[src/rtl/fetch_pkg.sv]
// Shared constants and types for the RV32 instruction fetch stage.
package fetch_pkg;

  localparam int INSTR_W = 32;
  localparam int PC_STEP = 4;

  // One decoded-side buffer entry: the instruction word and the address it came from.
  typedef struct packed {
    logic [31:0]        pc;
    logic [INSTR_W-1:0] instr;
  } fetch_entry_t;

endpackage

[src/rtl/fetch_fifo.sv]
// Small synchronous FIFO with a flush input and a combinational head.
// DEPTH must be a power of two so the pointers wrap naturally.
module fetch_fifo #(
  parameter int W     = 32,
  parameter int DEPTH = 2,
  localparam int AW   = $clog2(DEPTH),
  localparam int CW   = AW + 1
) (
  input  logic          clk,
  input  logic          rst_n,
  input  logic          flush,
  input  logic          push,
  input  logic [W-1:0]  push_data,
  input  logic          pop,
  output logic [W-1:0]  head,
  output logic [CW-1:0] count
);

  logic [W-1:0]  mem [DEPTH];
  logic [AW-1:0] wr_ptr;
  logic [AW-1:0] rd_ptr;
  logic          do_pop;
  logic          do_push;

  // A pop needs data; a push needs room, which a same-cycle pop provides when full.
  assign do_pop  = pop && (count != '0);
  assign do_push = push && ((count != CW'(DEPTH)) || do_pop);
  assign head    = mem[rd_ptr];

  // Storage write; contents need no reset because the pointers define validity.
  always_ff @(posedge clk) begin
    if (do_push && !flush) begin
      mem[wr_ptr] <= push_data;
    end
  end

  // Pointer and occupancy update; flush empties the FIFO and ignores that cycle's traffic.
  always_ff @(posedge clk or negedge rst_n) begin
    if (!rst_n) begin
      wr_ptr <= '0;
      rd_ptr <= '0;
      count  <= '0;
    end else if (flush) begin
      wr_ptr <= '0;
      rd_ptr <= '0;
      count  <= '0;
    end else begin
      if (do_push) begin
        wr_ptr <= wr_ptr + AW'(1);
      end
      if (do_pop) begin
        rd_ptr <= rd_ptr + AW'(1);
      end
      case ({do_push, do_pop})
        2'b10:   count <= count + CW'(1);
        2'b01:   count <= count - CW'(1);
        default: count <= count;
      endcase
    end
  end

endmodule

[src/rtl/instr_fetch.sv]
// RV32 instruction fetch stage: owns the fetch PC, issues in-order memory
// reads under a credit limit, pairs responses with their addresses and
// buffers them for decode. Redirects flush everything and mark responses
// already in flight for discard.
module instr_fetch
  import fetch_pkg::*;
#(
  parameter int               WIDTH    = 32,
  parameter int               DEPTH    = 2,
  parameter logic [WIDTH-1:0] RESET_PC = '0
) (
  input  logic               clk,
  input  logic               rst_n,
  input  logic               redirect_valid,
  input  logic [WIDTH-1:0]   redirect_pc,
  output logic               imem_req_valid,
  input  logic               imem_req_ready,
  output logic [WIDTH-1:0]   imem_req_addr,
  input  logic               imem_rsp_valid,
  input  logic [INSTR_W-1:0] imem_rsp_data,
  output logic               if_valid,
  input  logic               if_ready,
  output logic [INSTR_W-1:0] if_instr,
  output logic [WIDTH-1:0]   if_pc,
  output logic [WIDTH-1:0]   fetch_pc
);

  localparam int CW = $clog2(DEPTH) + 1;
  localparam int SW = CW + 1;
  // Drops can pile up across back-to-back redirects while earlier discards
  // are still in the memory pipeline, so the counter gets extra headroom.
  localparam int DW = CW + 2;
  localparam int EW = WIDTH + INSTR_W;

  logic [CW-1:0]    outstanding;
  logic [CW-1:0]    buf_count;
  logic [DW-1:0]    drop_cnt;
  logic [SW-1:0]    in_use;
  logic             req_fire;
  logic             rsp_drop;
  logic             rsp_keep;
  logic             dec_pop;
  logic [WIDTH-1:0] head_addr;
  logic [EW-1:0]    buf_head;
  logic             unused_low_bits;

  // The target is word aligned by construction; the low bits are ignored.
  assign unused_low_bits = &{1'b0, redirect_pc[1:0]};

  // Credit check: live in-flight requests plus buffered words never exceed DEPTH.
  assign in_use         = SW'(outstanding) + SW'(buf_count);
  assign imem_req_valid = !redirect_valid && (in_use < SW'(DEPTH));
  assign imem_req_addr  = fetch_pc;
  assign req_fire       = imem_req_valid && imem_req_ready;

  // Responses owed to a flushed PC stream are swallowed before any live one.
  assign rsp_drop = imem_rsp_valid && (drop_cnt != '0);
  assign rsp_keep = imem_rsp_valid && (drop_cnt == '0) && !redirect_valid;

  assign if_valid = (buf_count != '0) && !redirect_valid;
  assign dec_pop  = if_valid && if_ready;
  assign if_pc    = buf_head[EW-1 -: WIDTH];
  assign if_instr = buf_head[INSTR_W-1:0];

  // Addresses of live requests; its occupancy is the outstanding count.
  fetch_fifo #(.W(WIDTH), .DEPTH(DEPTH)) u_inflight (
    .clk       (clk),
    .rst_n     (rst_n),
    .flush     (redirect_valid),
    .push      (req_fire),
    .push_data (fetch_pc),
    .pop       (rsp_keep),
    .head      (head_addr),
    .count     (outstanding)
  );

  // {pc, instr} pairs waiting for decode.
  fetch_fifo #(.W(EW), .DEPTH(DEPTH)) u_outbuf (
    .clk       (clk),
    .rst_n     (rst_n),
    .flush     (redirect_valid),
    .push      (rsp_keep),
    .push_data ({head_addr, imem_rsp_data}),
    .pop       (dec_pop),
    .head      (buf_head),
    .count     (buf_count)
  );

  // Fetch PC: redirect target wins, otherwise step past each accepted request.
  always_ff @(posedge clk or negedge rst_n) begin
    if (!rst_n) begin
      fetch_pc <= RESET_PC;
    end else if (redirect_valid) begin
      fetch_pc <= {redirect_pc[WIDTH-1:2], 2'b00};
    end else if (req_fire) begin
      fetch_pc <= fetch_pc + WIDTH'(PC_STEP);
    end
  end

  // Discard counter: a redirect turns every live request into a pending drop.
  always_ff @(posedge clk or negedge rst_n) begin
    if (!rst_n) begin
      drop_cnt <= '0;
    end else if (redirect_valid) begin
      drop_cnt <= drop_cnt + DW'(outstanding) + DW'(req_fire) - DW'(imem_rsp_valid);
    end else if (rsp_drop) begin
      drop_cnt <= drop_cnt - DW'(1);
    end
  end

endmodule

[config.mk]
export PLATFORM = sky130hd
export DESIGN_NAME = instr_fetch
export DESIGN_NICKNAME = d
export VERILOG_FILES = /design/src/rtl/fetch_pkg.sv /design/src/rtl/fetch_fifo.sv /design/src/rtl/instr_fetch.sv
export SDC_FILE = /design/constraint.sdc
export NUM_CORES = 1
export LEC_CHECK = 0
export ABC_AREA = 1
export CAP_MARGIN = 0
export CORE_AREA = 8 8 143 145
export DETAILED_ROUTE_END_ITERATION = 12
export DIE_AREA = 0 0 151 153
export PLACE_DENSITY = 0.87
export SYNTH_ARGS = -nofsm -noshare
export SYNTH_HDL_FRONTEND = slang
export SYNTH_SLANG_ARGS = --single-unit
[constraint.sdc]
create_clock -name clk -period 13.3 [get_ports clk]
set_clock_uncertainty 0.1 [all_clocks]
set_input_delay 2.66 -clock clk [delete_from_list [all_inputs] [get_ports clk]]
set_output_delay 2.66 -clock clk [all_outputs]
set_load 0.1 [all_outputs]
Word level (Yosys, flattened, before mapping)
Memories as Yosys holds them, arrays and structs flattened.
Index checks and enable logic that the tools add are counted.
{ "totals": {"word_cells": 79, "out_inout_bits": 130, "mem_count": 2, "register_bits": 44, "mem_bits_rw": 192} }
{ "mem_list": {"columns": ["memory", "depth", "word_bits", "read_ports", "rd_ports_with_merged_regs", "wr", "line_no", "rtl"], "rows": [
  ["u_outbuf.mem", 2, 64, 1, 0, 1, "fetch_fifo.sv:19", "logic [W-1:0] mem [DEPTH];"],
  ["u_inflight.mem", 2, 32, 1, 0, 1, "fetch_fifo.sv:19", null]
]} }
{ "op_classes": {"n_reduce_logical": 28, "magnitude_cmp": 1, "n_mux": 20, "eq_ne": 6, "n_addsub": 14} }
{ "op_table": {"columns": ["op", "count"], "rows": [
  ["$mux 32", 2],
  ["$add 32x3->32 const B", 1],
  ["$reduce_bool 2->1", 8],
  ["$logic_and 1x1->1", 13],
  ["$mux 1", 12],
  ["$mux 4", 2],
  ["$pmux 2 s2", 2],
  ["$reduce_bool 3->1", 2],
  ["$add 1x1->1 const B", 4],
  ["$add 2x1->2 const B", 2],
  ["$add 4x1->4", 1],
  ["$add 4x2->4", 1],
  ["$eq 2x1->1 const B", 2],
  ["$eq 2x2->1 const B", 2],
  ["$logic_not 4->1", 1],
  ["$mux 2", 2],
  ["$ne 2x2->1 const B", 2],
  ["$reduce_bool 4->1", 1],
  ["$sub 2x1->2 const B", 2],
  ["$sub 4x1->4", 1],
  ["$sub 4x1->4 const B", 1],
  ["$add 2x2->3", 1],
  ["$lt 3x2->1 const B", 1],
  ["$logic_or 1x1->1", 2],
  ["$logic_not 1->1", 1]
]} }

Depth between registers and ports, before layout
{ "depth": {"word_depth": 9, "depth_mapped": 13, "mapped_depth_nobuf": 12} }

Cells and area by module
From an unflattened synthesis, not the netlist that was laid out.
{ "unflattened": {"cells_unflattened": 999, "area_unflattened_um2": 10388.7} }
{ "by_module_without_submodules": {"columns": ["module", "n_inst", "seq_area_each_um2", "cells_each", "area_each_um2"], "rows": [
  ["fetch_fifo (u_outbuf)", 1, 3943.8, 372, 4899.7],
  ["instr_fetch", 1, 850.8, 422, 2907.8],
  ["fetch_fifo (u_inflight)", 1, 2021.9, 205, 2581.2]
]} }

Worst setup path after synthesis
OpenSTA, ideal clock, no wires.
{ "synth_timing": {"kind": "input port to output port", "from": "in redirect_valid", "to": "out if_valid", "required_ps": 10540, "arrival_time_ps": 4289, "cell_stages": 3, "setup_slack_ps": 6251, "cell_sequence": "buf_2 > buf_1 > nor2_1"} }
{ "synth_between": {"elab_chain_len": 2} }
{ "synth_lines": {"columns": ["item", "line_no", "rtl"], "rows": [
  ["start, declared", "instr_fetch.sv:14", "input logic redirect_valid,"],
  ["$logic_not 1->1", "instr_fetch.sv:60", "assign if_valid = (buf_count != '0) && !redirect_valid;"],
  ["$logic_and 1x1->1", "instr_fetch.sv:60", null],
  ["end, declared", "instr_fetch.sv:21", "output logic if_valid,"]
]} }
No other way between the ends.

Worst setup path after layout
{ "layout_timing": {"from": "in redirect_valid", "to": "out imem_req_valid"} }
{ "layout_between": {"elab_chain_len": 2} }
{ "layout_lines": {"columns": ["item", "line_no", "rtl"], "rows": [
  ["$logic_not 1->1", "instr_fetch.sv:52", "assign imem_req_valid = !redirect_valid && (in_use < SW'(DEPTH));"],
  ["$logic_and 1x1->1", "instr_fetch.sv:52", null],
  ["end, declared", "instr_fetch.sv:16", "output logic imem_req_valid,"]
]} }
No other way between the ends.

==> impl_metrics.tcl <==
set metrics [dict create \
    cap_violations 0 \
    crit_path_top_delay_cell "clkdlybuf4s50_1" \
    layout.nets 1069 \
    dp.cells 1197 \
    viasPerCell 5.30 \
    synthDominantCellAreaShare_pct 55.7 \
    worst_pin_slew_ns 1.27 \
    firstDrtPassIters 6 \
    multi_input_area_sq_mm 0.00286 \
    cp_top_family "buffers and inverters" \
    htreeDepth 1 \
    ys.warnings.count 0 \
    irDropWorstVdd_mv 0.137 \
    grt_pass1_wl_microns 35500 \
    yosysTopAreaCell "edfxtp_1" \
    cp_cell_sequence "clkdlybuf4s50_1, buf_4, inv_2, nand2_1, inv_1, clkdlybuf4s50_1" \
    post_synth_num_cell_types 32 \
    hold_violations 0 \
    syn_avg_cell_area_sq_um 12.0 \
    hold_path_class "register to register" \
    fillerInstances 1330 \
    grt_pass1_vias 6701 \
    cts.sinks 226 \
    worstPathRequired_ns 10.54 \
    drt-initial-drc-count 513 \
    track_usage_pct 19.5 \
    slew_violations 0 \
    fmax_ghz 0.130 \
    rsz0062_at_grt "false" \
    p_per_area_mw_per_mm2 216 \
    gr-total-overflow 0 \
    coreArea_sq_mm 0.0183 \
    path_common_cell "clkdlybuf4s50_1" \
    ff2ff_setup_slack_ns 9.69 \
    setup_viol 0 \
    finalCriticalPeriod_ns 7.70 \
    wl_microns 23000 \
    cts-root-buf "clkbuf_16" \
    port_buffers 191 \
    dp_hpwl_microns 15300 \
    netlist_instances 825 \
    start_kind "input port" \
    post_cts.repair.setup_buffers 0 \
    rr_endpoint "u_inflight.mem[0][29]" \
    tritoncts "yes" \
    postCtsHoldBufs 0 \
    end_kind "output port" \
    critPathMaxStageDelay_ns 1.13 \
    holdPathStages 2 \
    fin_setup_tns_ns 0 \
    vias 6575 \
    path_class "input port to output port" \
    wl_per_cell_microns 18.5 \
    start_util_pct 54.3 \
    setup_ws_ns 5.60 \
    worstHoldEndpoint "u_outbuf.mem[1][56]" \
    cts_resized 0 \
    cp_data_arrival_time_ns 4.94 \
    yosysSeqAreaShare_pct 66.3 \
    yosys_register_bits 226 \
    die_y_microns 153 \
    grt_max_degree 63 \
    gp_congestion 0.877 \
    max-slew-margin-rel_pct 15.1 \
    yosys-top-cells-area "edfxtp_1 (56%), dfrtp_1 (11%), nand2_1 (9.4%), mux2_2 (7.0%), buf_4 (2.9%)" \
    fp-row-count 50 \
    drc 0 \
    period_share_pct 57.9 \
    syn-cell-area_sq_mm 0.00992 \
    reg2reg_from "u_outbuf.count[0]" \
    holdCritStartpoint "u_inflight.mem[0][24]" \
    area_delta_synth_final_pct 27.0 \
    drive_gt1_share_pct 11.3 \
    dp_slack_ns 5.59 \
    die_x_microns 151 \
    die_area_sq_mm 0.0231 \
    worstSkewPairLatency_ns 0.50 \
    ff2ff_path_depth 8 \
    cts-buffers-inserted 23 \
    clock_path_buffers 3 \
    crit_fanout 42 \
    register_area_sq_mm 0.00658 \
    antenna_found_initial 1 \
    clkTransAtPathRegs_ns 0.06 \
    crit_buf_inv 5 \
    p_leak_nw 4.69 \
    status "complete, no violations" \
    antenna_left 0 \
    io_pins 200 \
    stdcell_count 1240 \
]
[per-layer routing]
metal / share of wire (%) / wire length [microns] / track usage, % / vias up
li1: - / - / - / 3130
met1: 39 / 8900 / 23.4 / 3141
met2: 51 / 11700 / 34.5 / 270
met3: 8.0 / 1840 / 3.54 / 34
met4: 2.4 / 546 / 5.89 / 0
met5: 0 / 0 / 0 / -
[cell usage after synthesis (all sizes together)]
cell type / n
a21o: 2
a21oi: 5
a22oi: 25
a31oi: 2
buf: 55
clkbuf: 7
conb: 1
dfrtp: 42
edfxtp: 184
fa: 3
ha: 8
inv: 33
mux2: 62
nand2: 249
nand3: 27
nand3b: 13
nand4: 2
nor2: 66
nor3: 4
o211ai: 5
o21ai: 16
xnor2: 3
xor2: 11
[cell usage in the layout, fill, tap and decap left out, types with 24 or more instances in the layout]
master,count
edfxtp_1,184
nand2_1,248
inv_1,30
nor2_1,57
dfrtp_1,41
clkbuf_16,24
clkdlybuf4s50_1,190
mux2_2,62
nand3_1,26
a22oi_1,25
[power breakdown]
group	total [mW]	leakage, nW	internal (mW)	switching (mW)
clock network	0.670	0.381	0.417	0.253
logic	1.07	2.14	0.261	0.812
registers	0.971	2.18	0.872	0.0995
[kinds of logic after synthesis]
logic type	count (synthesis)	synth area share, %
mux	62	7.04
compound gates	55	3.61
fa+ha+maj	11	1.62
simple gates	361	14.9
buf+inv	95	5.29
flops	226	66.3
xor+xnor	14	1.24
other cells	1	0.0378
[layout make-up]
class	instances	area share [%]
antenna	2	0.0397
clock buffer	31	5.14
tap	234	2.32
sequential	226	52.2
inverter	33	0.984
multi-input combinational	509	22.7
clock inverter	10	1.16
timing repair buffer	195	15.4
[tightest hold or removal path: cells and delay by family, from the launching register on]
kind | cells | cell delay (ns)
flip-flops | 1 | 0.31
AND/OR/NAND/NOR | 2 | 0.11
[registers in the layout, indices dropped and copies added (netlist names)]
signal             count
u_inflight.mem        60
fetch_pc              30
u_inflight.wr_ptr      1
u_outbuf.rd_ptr        1
u_inflight.count       2
u_outbuf.count         2
u_outbuf.wr_ptr        1
u_inflight.rd_ptr      1
drop_cnt               4
u_outbuf.mem         124
[through the flow]
step	hold WS, ns	power [mW]	util, %	cell area, sq um
detailed placement	0.417	2.06	64.6	11800
global route	0.449	2.81	68.9	12600
floorplan	0.384	1.82	-	9930
finish	0.429	2.71	68.9	12600
global placement	0.411	2.04	64.6	11800
CTS	0.426	2.73	68.9	12600
[worst max-delay path by stage]
| stage | from | to | slack [ns] | cells after the start |
|---|---|---|---|---|
| 3_5_place_dp | redirect_valid | imem_req_valid | 5.59 | 6 |
| 4_1_cts | redirect_valid | imem_req_valid | 5.59 | 6 |
| 5_1_grt | redirect_valid | imem_req_valid | 5.46 | 6 |
| 3_3_place_gp | redirect_valid | imem_req_valid | 5.61 | 6 |
| 6_report | redirect_valid | imem_req_valid | 5.60 | 6 |
| 2_1_floorplan | redirect_valid | if_valid | 6.25 | 3 |
Note: power is estimated with default switching activity, not from simulation.
